## config.mk

```make
export PLATFORM = sky130hd
export DESIGN_NAME = ctrl_fsm_flat
export DESIGN_NICKNAME = d
export VERILOG_FILES = /design/src/rtl/ctrl_fsm_if.sv /design/src/rtl/ctrl_fsm.sv /design/src/flat_wrapper.sv
export SDC_FILE = /design/constraint.sdc
export NUM_CORES = 1
export LEC_CHECK = 0
export BUFFER_PORTS_ARGS = -buffer_cell sky130_fd_sc_hd__buf_2
export CORE_ASPECT_RATIO = 0.75
export CORE_MARGIN = 4
export CORE_UTILIZATION = 40
export DETAILED_ROUTE_END_ITERATION = 10
export PLACE_DENSITY = 0.73
export REMOVE_ABC_BUFFERS = 1
export SETUP_SLACK_MARGIN = 0.3
export SYNTH_ARGS = -nofsm -noshare
export SYNTH_HDL_FRONTEND = slang
export SYNTH_SLANG_ARGS = --single-unit
```

## constraint.sdc

```tcl
create_clock -name clk -period 2.86 [get_ports clk]
set_clock_uncertainty 0.2 [all_clocks]
set_input_delay 0 -clock clk [delete_from_list [all_inputs] [get_ports clk]]
set_output_delay 0 -clock clk [all_outputs]
set_load 0.005 [all_outputs]
```

## src/rtl/ctrl_fsm_if.sv

```systemverilog
// rtl/ctrl_fsm_if.sv - opcode/flag inputs and control strobes of the picoMIPS sequencer
interface ctrl_fsm_if #(
    parameter int OPW    = 6,
    parameter int FUNCW  = 3,
    parameter int NFLAGS = 4
);
    logic [OPW-1:0]    opcode;
    logic [NFLAGS-1:0] alu_flags;
    logic              in_valid;

    logic              PCincr;
    logic              PCabsbranch;
    logic              PCrelbranch;
    logic [FUNCW-1:0]  ALUfunc;
    logic              imm;
    logic              w;
    logic              ld;
    logic              in_ready;
    logic              stall;
    logic [NFLAGS-1:0] flags_q;
    logic              halted;
    logic              illegal_op;

    modport master (
        output opcode, alu_flags, in_valid,
        input  PCincr, PCabsbranch, PCrelbranch, ALUfunc, imm, w, ld,
               in_ready, stall, flags_q, halted, illegal_op
    );

    modport slave (
        input  opcode, alu_flags, in_valid,
        output PCincr, PCabsbranch, PCrelbranch, ALUfunc, imm, w, ld,
               in_ready, stall, flags_q, halted, illegal_op
    );
endinterface

```

## src/rtl/ctrl_fsm.sv

```systemverilog
// rtl/ctrl_fsm.sv - stateful picoMIPS decoder: flags, multi-cycle LOAD, IN handshake, HALT
module ctrl_fsm #(
    parameter int             OPW     = 6,
    parameter int             FUNCW   = 3,
    parameter int             NFLAGS  = 4,
    parameter int             LD_LAT  = 2,
    parameter logic [OPW-1:0] HALT_OP = 6'h3F
) (
    input  logic     clk,
    input  logic     reset,
    ctrl_fsm_if.slave bus
);
    localparam logic [OPW-1:0] OP_NOP   = OPW'(6'h00);
    localparam logic [OPW-1:0] OP_ADD   = OPW'(6'h02);
    localparam logic [OPW-1:0] OP_SUB   = OPW'(6'h03);
    localparam logic [OPW-1:0] OP_MULTI = OPW'(6'h06);
    localparam logic [OPW-1:0] OP_ADDI  = OPW'(6'h0A);
    localparam logic [OPW-1:0] OP_SUBI  = OPW'(6'h0B);
    localparam logic [OPW-1:0] OP_JUMP  = OPW'(6'h10);
    localparam logic [OPW-1:0] OP_BEQ   = OPW'(6'h11);
    localparam logic [OPW-1:0] OP_BNE   = OPW'(6'h12);
    localparam logic [OPW-1:0] OP_BGE   = OPW'(6'h13);
    localparam logic [OPW-1:0] OP_BLO   = OPW'(6'h14);
    localparam logic [OPW-1:0] OP_LOAD  = OPW'(6'h19);
    localparam logic [OPW-1:0] OP_IN    = OPW'(6'h20);

    localparam logic [FUNCW-1:0] ALU_RB = FUNCW'(1);

    localparam int FC = 0;
    localparam int FZ = 1;
    localparam int FN = 2;

    localparam int CW = 4;

    typedef enum logic [1:0] {
        S_RUN,
        S_LDWAIT,
        S_INWAIT,
        S_HALT
    } state_t;

    state_t            state, state_nx;
    logic [CW-1:0]     cnt, cnt_nx;
    logic [FUNCW-1:0]  func_q, func_nx;
    logic [NFLAGS-1:0] flags_r, flags_nx;
    logic              ill_r, ill_nx;

    logic              pc_inc, pc_abs, pc_rel;
    logic [FUNCW-1:0]  alu;
    logic              imm_s, w_s, ld_s, inr_s, stall_s;
    logic              taken;

    always_ff @(posedge clk or posedge reset) begin
        if (reset) begin
            state   <= S_RUN;
            cnt     <= '0;
            func_q  <= '0;
            flags_r <= '0;
            ill_r   <= 1'b0;
        end else begin
            state   <= state_nx;
            cnt     <= cnt_nx;
            func_q  <= func_nx;
            flags_r <= flags_nx;
            ill_r   <= ill_nx;
        end
    end

    always_comb begin
        state_nx = state;
        cnt_nx   = cnt;
        func_nx  = func_q;
        flags_nx = flags_r;
        ill_nx   = ill_r;
        pc_inc   = 1'b0;
        pc_abs   = 1'b0;
        pc_rel   = 1'b0;
        alu      = bus.opcode[FUNCW-1:0];
        imm_s    = 1'b0;
        w_s      = 1'b0;
        ld_s     = 1'b0;
        inr_s    = 1'b0;
        stall_s  = 1'b0;
        taken    = 1'b0;

        // Reset forces every strobe low even though the state register is already RUN.
        if (!reset) begin
            case (state)
                S_RUN: begin
                    pc_inc = 1'b1;
                    if (bus.opcode == HALT_OP) begin
                        pc_inc   = 1'b0;
                        state_nx = S_HALT;
                    end else begin
                        case (bus.opcode)
                            OP_NOP: begin
                            end
                            OP_ADD, OP_SUB, OP_MULTI: begin
                                w_s      = 1'b1;
                                flags_nx = bus.alu_flags;
                            end
                            OP_ADDI, OP_SUBI: begin
                                w_s      = 1'b1;
                                imm_s    = 1'b1;
                                flags_nx = bus.alu_flags;
                            end
                            OP_JUMP: begin
                                pc_inc = 1'b0;
                                pc_abs = 1'b1;
                            end
                            OP_BEQ: taken = flags_r[FZ];
                            OP_BNE: taken = !flags_r[FZ];
                            OP_BGE: taken = !flags_r[FN];
                            OP_BLO: taken = flags_r[FC];
                            OP_LOAD: begin
                                ld_s = 1'b1;
                                if (LD_LAT == 0) begin
                                    w_s = 1'b1;
                                end else begin
                                    pc_inc   = 1'b0;
                                    stall_s  = 1'b1;
                                    cnt_nx   = CW'(LD_LAT - 1);
                                    func_nx  = bus.opcode[FUNCW-1:0];
                                    state_nx = S_LDWAIT;
                                end
                            end
                            OP_IN: begin
                                inr_s = 1'b1;
                                alu   = ALU_RB;
                                if (bus.in_valid) begin
                                    w_s = 1'b1;
                                end else begin
                                    pc_inc   = 1'b0;
                                    stall_s  = 1'b1;
                                    func_nx  = ALU_RB;
                                    state_nx = S_INWAIT;
                                end
                            end
                            default: ill_nx = 1'b1;
                        endcase
                        if (taken) begin
                            pc_inc = 1'b0;
                            pc_rel = 1'b1;
                        end
                    end
                end

                S_LDWAIT: begin
                    ld_s = 1'b1;
                    alu  = func_q;
                    if (cnt == '0) begin
                        w_s      = 1'b1;
                        pc_inc   = 1'b1;
                        state_nx = S_RUN;
                    end else begin
                        stall_s = 1'b1;
                        cnt_nx  = cnt - 1'b1;
                    end
                end

                S_INWAIT: begin
                    inr_s = 1'b1;
                    alu   = func_q;
                    if (bus.in_valid) begin
                        w_s      = 1'b1;
                        pc_inc   = 1'b1;
                        state_nx = S_RUN;
                    end else begin
                        stall_s = 1'b1;
                    end
                end

                S_HALT: begin
                end

                default: state_nx = S_RUN;
            endcase
        end
    end

    assign bus.PCincr      = pc_inc;
    assign bus.PCabsbranch = pc_abs;
    assign bus.PCrelbranch = pc_rel;
    assign bus.ALUfunc     = alu;
    assign bus.imm         = imm_s;
    assign bus.w           = w_s;
    assign bus.ld          = ld_s;
    assign bus.in_ready    = inr_s;
    assign bus.stall       = stall_s;
    assign bus.flags_q     = flags_r;
    assign bus.halted      = (state == S_HALT);
    assign bus.illegal_op  = ill_r;
endmodule

```

## src/flat_wrapper.sv

```systemverilog
// flat-port wrapper written by rule: the top's interface ports become plain ports
module ctrl_fsm_flat 
#(
    parameter int             OPW     = 6,
    parameter int             FUNCW   = 3,
    parameter int             NFLAGS  = 4,
    parameter int             LD_LAT  = 2,
    parameter logic [OPW-1:0] HALT_OP = 6'h3F
)
  (clk, reset, bus_opcode, bus_alu_flags, bus_in_valid, bus_PCincr, bus_PCabsbranch, bus_PCrelbranch, bus_ALUfunc, bus_imm, bus_w, bus_ld, bus_in_ready, bus_stall, bus_flags_q, bus_halted, bus_illegal_op);
  ctrl_fsm_if #(.OPW(OPW), .FUNCW(FUNCW), .NFLAGS(NFLAGS)) bus_i ();
  input  logic clk;
  input  logic reset;
  input wire logic [$bits(bus_i.opcode)-1:0] bus_opcode;
  input wire logic [$bits(bus_i.alu_flags)-1:0] bus_alu_flags;
  input wire logic [$bits(bus_i.in_valid)-1:0] bus_in_valid;
  output wire logic [$bits(bus_i.PCincr)-1:0] bus_PCincr;
  output wire logic [$bits(bus_i.PCabsbranch)-1:0] bus_PCabsbranch;
  output wire logic [$bits(bus_i.PCrelbranch)-1:0] bus_PCrelbranch;
  output wire logic [$bits(bus_i.ALUfunc)-1:0] bus_ALUfunc;
  output wire logic [$bits(bus_i.imm)-1:0] bus_imm;
  output wire logic [$bits(bus_i.w)-1:0] bus_w;
  output wire logic [$bits(bus_i.ld)-1:0] bus_ld;
  output wire logic [$bits(bus_i.in_ready)-1:0] bus_in_ready;
  output wire logic [$bits(bus_i.stall)-1:0] bus_stall;
  output wire logic [$bits(bus_i.flags_q)-1:0] bus_flags_q;
  output wire logic [$bits(bus_i.halted)-1:0] bus_halted;
  output wire logic [$bits(bus_i.illegal_op)-1:0] bus_illegal_op;
  assign bus_i.opcode = bus_opcode;
  assign bus_i.alu_flags = bus_alu_flags;
  assign bus_i.in_valid = bus_in_valid;
  assign bus_PCincr = bus_i.PCincr;
  assign bus_PCabsbranch = bus_i.PCabsbranch;
  assign bus_PCrelbranch = bus_i.PCrelbranch;
  assign bus_ALUfunc = bus_i.ALUfunc;
  assign bus_imm = bus_i.imm;
  assign bus_w = bus_i.w;
  assign bus_ld = bus_i.ld;
  assign bus_in_ready = bus_i.in_ready;
  assign bus_stall = bus_i.stall;
  assign bus_flags_q = bus_i.flags_q;
  assign bus_halted = bus_i.halted;
  assign bus_illegal_op = bus_i.illegal_op;
  ctrl_fsm #(.OPW(OPW), .FUNCW(FUNCW), .NFLAGS(NFLAGS), .LD_LAT(LD_LAT), .HALT_OP(HALT_OP)) u_core (.clk(clk), .reset(reset), .bus(bus_i));
endmodule
```

Word level (Yosys, flattened, before mapping):

Cells that the tools add are included.

* register bits after elaboration: 14
* output and inout port bits: 17
* word-level logic and storage cells: 108

* add/subtract/negate cells: 1
* equal/unequal tests: 24
* muxes and demuxes: 57
* bitwise gates (word level): 3
* reduce and logical (&&, ||, !) cells: 18

Operators with widths (count)
* $eq A6 B5 Y1 const B: 6
* $mux W1: 32
* $reduce_or A13 Y1: 1
* $eq A6 B2 Y1 const B: 2
* $eq A6 B4 Y1 const B: 2
* $eq A6 B6 Y1 const B: 2
* $mux W3: 4
* $mux W4: 3
* $pmux W3 S2: 2
* $ne A2 B2 Y1 const B: 5
* $pmux W1 S2: 5
* $reduce_and A5 Y1: 2
* $pmux W1 S3: 3
* $mux W2: 4
* $ne A4 B3 Y1 const B: 2
* $pmux W4 S2: 1
* $reduce_and A4 Y1: 2
* $eq A6 B3 Y1 const B: 1
* $logic_not A6 Y1: 1
* $pmux W2 S3: 1
* $reduce_and A6 Y1: 1
* $reduce_or A2 Y1: 3
* $reduce_or A5 Y1: 1
* $eq A2 B2 Y1 const B: 2
* 11 further kinds: 15

Logic depth before layout (Yosys ltp):

* depth after elaboration: 9
* depth in mapped cells: 6
* depth with buffers taken out: 6

Worst setup path before layout:

OpenSTA, ideal clock, no wires.

* path kind: reg2reg
* start point: register u_core.state[0]
* end point: register u_core.cnt[0]
* setup time: 0.125 ns
* arrival time: 1.768 ns
* required time: 2.535 ns
* slack: 0.767 ns
* stages on the path, launching flop included: 7
* path buffers: 0
* clock period less this slack: 2.093 ns
* path through: dfrtp_1 -> inv_1 -> ha_1 -> and2b_1 -> a31oi_4 -> or4b_4 -> mux2_4

* longest elaborated chain between the ends: 3
* elaborated cells between the ends (all ways): 8
* those cells by class: eq/ne (4); mux (1); reduce/logical (3)

RTL lines
* start: declaration: line ctrl_fsm.sv:42 `state_t state, state_nx;`
* start signal: assignment: line ctrl_fsm.sv:61 `state <= state_nx;`
* $eq A2 B1 Y1 / $logic_not A2 Y1 (equally long branches): line ctrl_fsm.sv:88 `case (state)`
* $ne A2 B2 Y1 (no line) / $reduce_bool A2 Y1 (equally long branches)
* $reduce_and A5 Y1 (no line)
* end signal: assignment: line ctrl_fsm.sv:62 `cnt <= cnt_nx;`
* end: declaration: line ctrl_fsm.sv:43 `logic [CW-1:0] cnt, cnt_nx;`

Parallel ways exist; a longest one is shown, timed or not.
A chain may end at the register's enable or synchronous reset.

Worst setup path after layout:

* start point: register u_core.state[1]
* end point: register u_core.ill_r (netlist: u_core.bus.illegal_op)

* longest elaborated chain between the ends: 2

RTL lines
* $logic_not A2 Y1: line ctrl_fsm.sv:88
* $reduce_and A4 Y1 (no line)
* end signal: assignment: line ctrl_fsm.sv:65 `ill_r <= ill_nx;`
* end: declaration: line ctrl_fsm.sv:46 `logic ill_r, ill_nx;`

No other way between the ends.

==> summary.md <==
| Metric | Value |
|---|---|
| Clk root buf | clkbuf_8 |
| DR WL/cell | approximately 15 µm |
| Main synth FF type | dfrtp_1 |
| Synth-to-layout area growth | 27.19% |
| Largest net degree at the start of global routing | 15 |
| Dpl hpwl | between 2000 and 2500 µm |
| Slew at the pin closest to its max-slew limit | between 0.6 and 0.7 ns |
| GPL Wtd Cong | roughly 0.87 |
| Clock-pin slew on the worst setup and hold paths | ~0.070 ns |
| WL final | just under 3000 µm |
| Pwr/cell area | roughly 760 nW/µm² |
| Synth Register Bits | 14 |
| Synth unique cells | 45 |
| Antenna violations before repair | 0 |
| H-tree depth | 1 |
| Yosys Warn Count | 0 |
| Die area | roughly 3700 µm² |
| CTS Buf Count | 3 |
| Fillers | 238 |
| Synthesized area per cell | about 9.1 µm² |
| Post-synth EDFFs | 0 |
| Clock Path Buffers | 2 |
| Leak | roughly 0.65 nW |
| Setup Fix Bufs, Post-CTS | 0 |
| Total grt overflow | 0 |
| Via density | 5.648 |
| Initial drt markers | roughly 140 |
| Max-Cap Viols | 0 |
| Area fraction in compound gates after synthesis | 21.96% |
| Tot Pwr | approximately 1.1 mW |
| Crit path max fanout | 7 |
| Synth top area share | a little under a third |
| Post-synthesis simple-gate area fraction | a little over a quarter |
| Slew headroom | a little over half |
| Bufs and invs on worst path | 2 |
| Synth cell count leaders | dfrtp_1 (14), nor2_1 (11), a21oi_1 (9), nor2b_1 (9) |
| Die X | just under 70 µm |
| Endpoint type of the worst setup path | flip-flop |
| Total number of vias | roughly 1100 |
| DRT antenna net count | 0 |
| Fin. Hold Viols | 0 |
| Vias in the first global route | between 1000 and 1500 |
| VDD IR-drop max | 349.5 µV |
| Fin. max-slew vios | 0 |
| Top delay family on crit path | buffers and inverters |
| Critical Path Slowest Stage Cell | dlygate4sd3_1 |
| Multiplexer share of the synthesized area | around 8.3% |
| GR Util All Layers | a little under a fifth |
| RSZ-0062 raised after global routing | no |
| Worst EP arrival | 2.40 ns |
| Fmax | between 400 and 500 MHz |
| Layout cell share with drive strength beyond 1 | 30.57% |
| Syn Inst Count | ~120 |
| HP Class | in2reg |
| Startpoint class of the critical path | flip-flop |
| Initial core utilization | a little over two fifths |
| Most common cell in the netlist | dfrtp_1 |
| DRC | 0 |
| # setup viols final | 0 |
| Port Buffers | 29 |
| Num rows | 16 |
| Setup Crit Path Kind | reg2reg |
| Critical-path cell list | inv_1 > ha_2 > nor2b_1 > o21ai_0 > a21oi_1 > a2bb2oi_1 > dlygate4sd3_1 |
| Area contributors post-synth | dfrtp_1 (32%), ha_1 (5.7%), mux2_2 (5.1%), nor2b_1 (5.1%), a21oi_1 (4.1%) |
| Nets@finish | between 150 and 200 |
| Setup ws final | around 0.46 ns |
| Status | complete, no violations |
| CP Data Required Time | between 2 and 3 ns |
| First-pass GRT wire length | a little under 5000 µm |
| Clk_lat worst skew | 0.26 ns |
| Post-synthesis sequential area ratio | between 30% and 40% |
| Io pins | 30 |
| Height of the die | approximately 53 µm |
| Core area | about 2600 µm² |
| XOR/XNOR Fraction of Synth Area | less than 1% |
| Clock Sinks | 14 |
| CTS tree | done |
| Main combinational cell family by area after synthesis | simple AND/OR/NAND/NOR gates |
| Adder-cell share of the synthesized area | 5.688% |
| Antenna Cells | 0 |
| Final hold slack | approximately 0.094 ns |
| Ys async rst share | between 90% and 100% |
| Pre-CTS setup slack | around 0.55 ns |
| Period utilization | between 80% and 90% |
| Fin crit period | ~2.4 ns |
| Slowest cell delay on critical path | around 0.56 ns |
| Detailed Routing Iterations Pass 1 | 4 |
| Setup TNS | 0 ns |
| Netlist Area Pre-Place | between 1000 and 1500 µm² |
| Yosys top cell by area | dfrtp_1 |
-- metal layers --
layer	global-route usage [%]	wire [µm]	up-vias
li1	-	-	521
met1	24.20	1301	520
met2	27.89	1413	45
met3	4.883	230	4
met4	6.931	38	0
met5	0	0	-
-- registers in the layout, indices dropped and copies added, names as in the netlist --
name / flops
u_core.bus.flags_q: 4
u_core.cnt: 4
u_core.func_q: 3
u_core.state: 2
u_core.bus.illegal_op: 1
-- placed cells by master, fill, tap and decap left out, drive strengths merged, types with 2 or more instances in the layout --
cell type,count
and3,2
nor2b,9
nand2,3
a31oi,2
ha,5
nor3b,2
a21boi,2
a2bb2oi,2
inv,7
a21oi,9
dfrtp,14
nand2b,4
or2,2
mux2,6
buf,29
nand4,2
o21ai,7
mux2i,2
a32o,2
nor2,11
o41ai,3
clkbuf,4
dlygate4sd3,7
-- through the flow --
stage,utilization [%],instance area (µm²),cells
after floorplan,-,1081,117
after global placement,48.47,1271,182
after detailed placement,48.47,1271,182
after CTS,53.24,1396,193
after global routing,53.34,1399,193
final,53.34,1399,193
-- path summary, 6_finish.rpt --
check	startpoint	endpoint	slack, ns	cells past startpoint
setup / recovery	u_core.state[1]	u_core.bus.illegal_op	0.46	7
setup reg to reg	u_core.state[1]	u_core.bus.illegal_op	0.46	7
min in group asynchronous	reset	u_core.cnt[1]	0.23	3
hold reg to reg	u_core.func_q[0]	u_core.func_q[0]	0.27	1
hold / removal	bus_opcode[3]	u_core.state[1]	0.09	5
max in group asynchronous	reset	u_core.bus.flags_q[0]	1.86	3
-- worst min-delay path, delay by kind of cell --
family	cells	cell delay (ns)
mux	1	0.07
buf+inv	1	0.15
simple gates	2	0.16
compound gates	1	0.13
-- power by group --
part,total [mW],switching (mW),internal [mW],leakage (nW)
logic,0.532,0.256,0.277,0.443
registers,0.326,0.0605,0.265,0.177
clock network,0.201,0.0787,0.122,0.0288
-- area by class of cell --
cell class | instances | area, µm² | share of cell area, %
multi-input combinational | 96 | 706.9 | 50.54
clock buffer | 4 | 55.05 | 3.936
tap | 36 | 45.04 | 3.220
inverter | 7 | 26.28 | 1.878
timing repair buffer | 36 | 215.2 | 15.38
sequential | 14 | 350.3 | 25.04
-- timing repair --
item	CTS	global route
setup endpoints to repair	0	1
endpoints found under the hold margin	21	0
gates resized for setup	0	1
hold buffers	7	0
-- logic make-up (layout without fill, tap and decap cells) --
logic type	after synthesis	in the layout
fa+ha+maj	5	5
mux	8	8
simple gates	48	48
flops	14	14
buf+inv	11	47
compound gates	34	34
xor+xnor	1	1
Note: power is estimated with default switching activity, not from simulation.
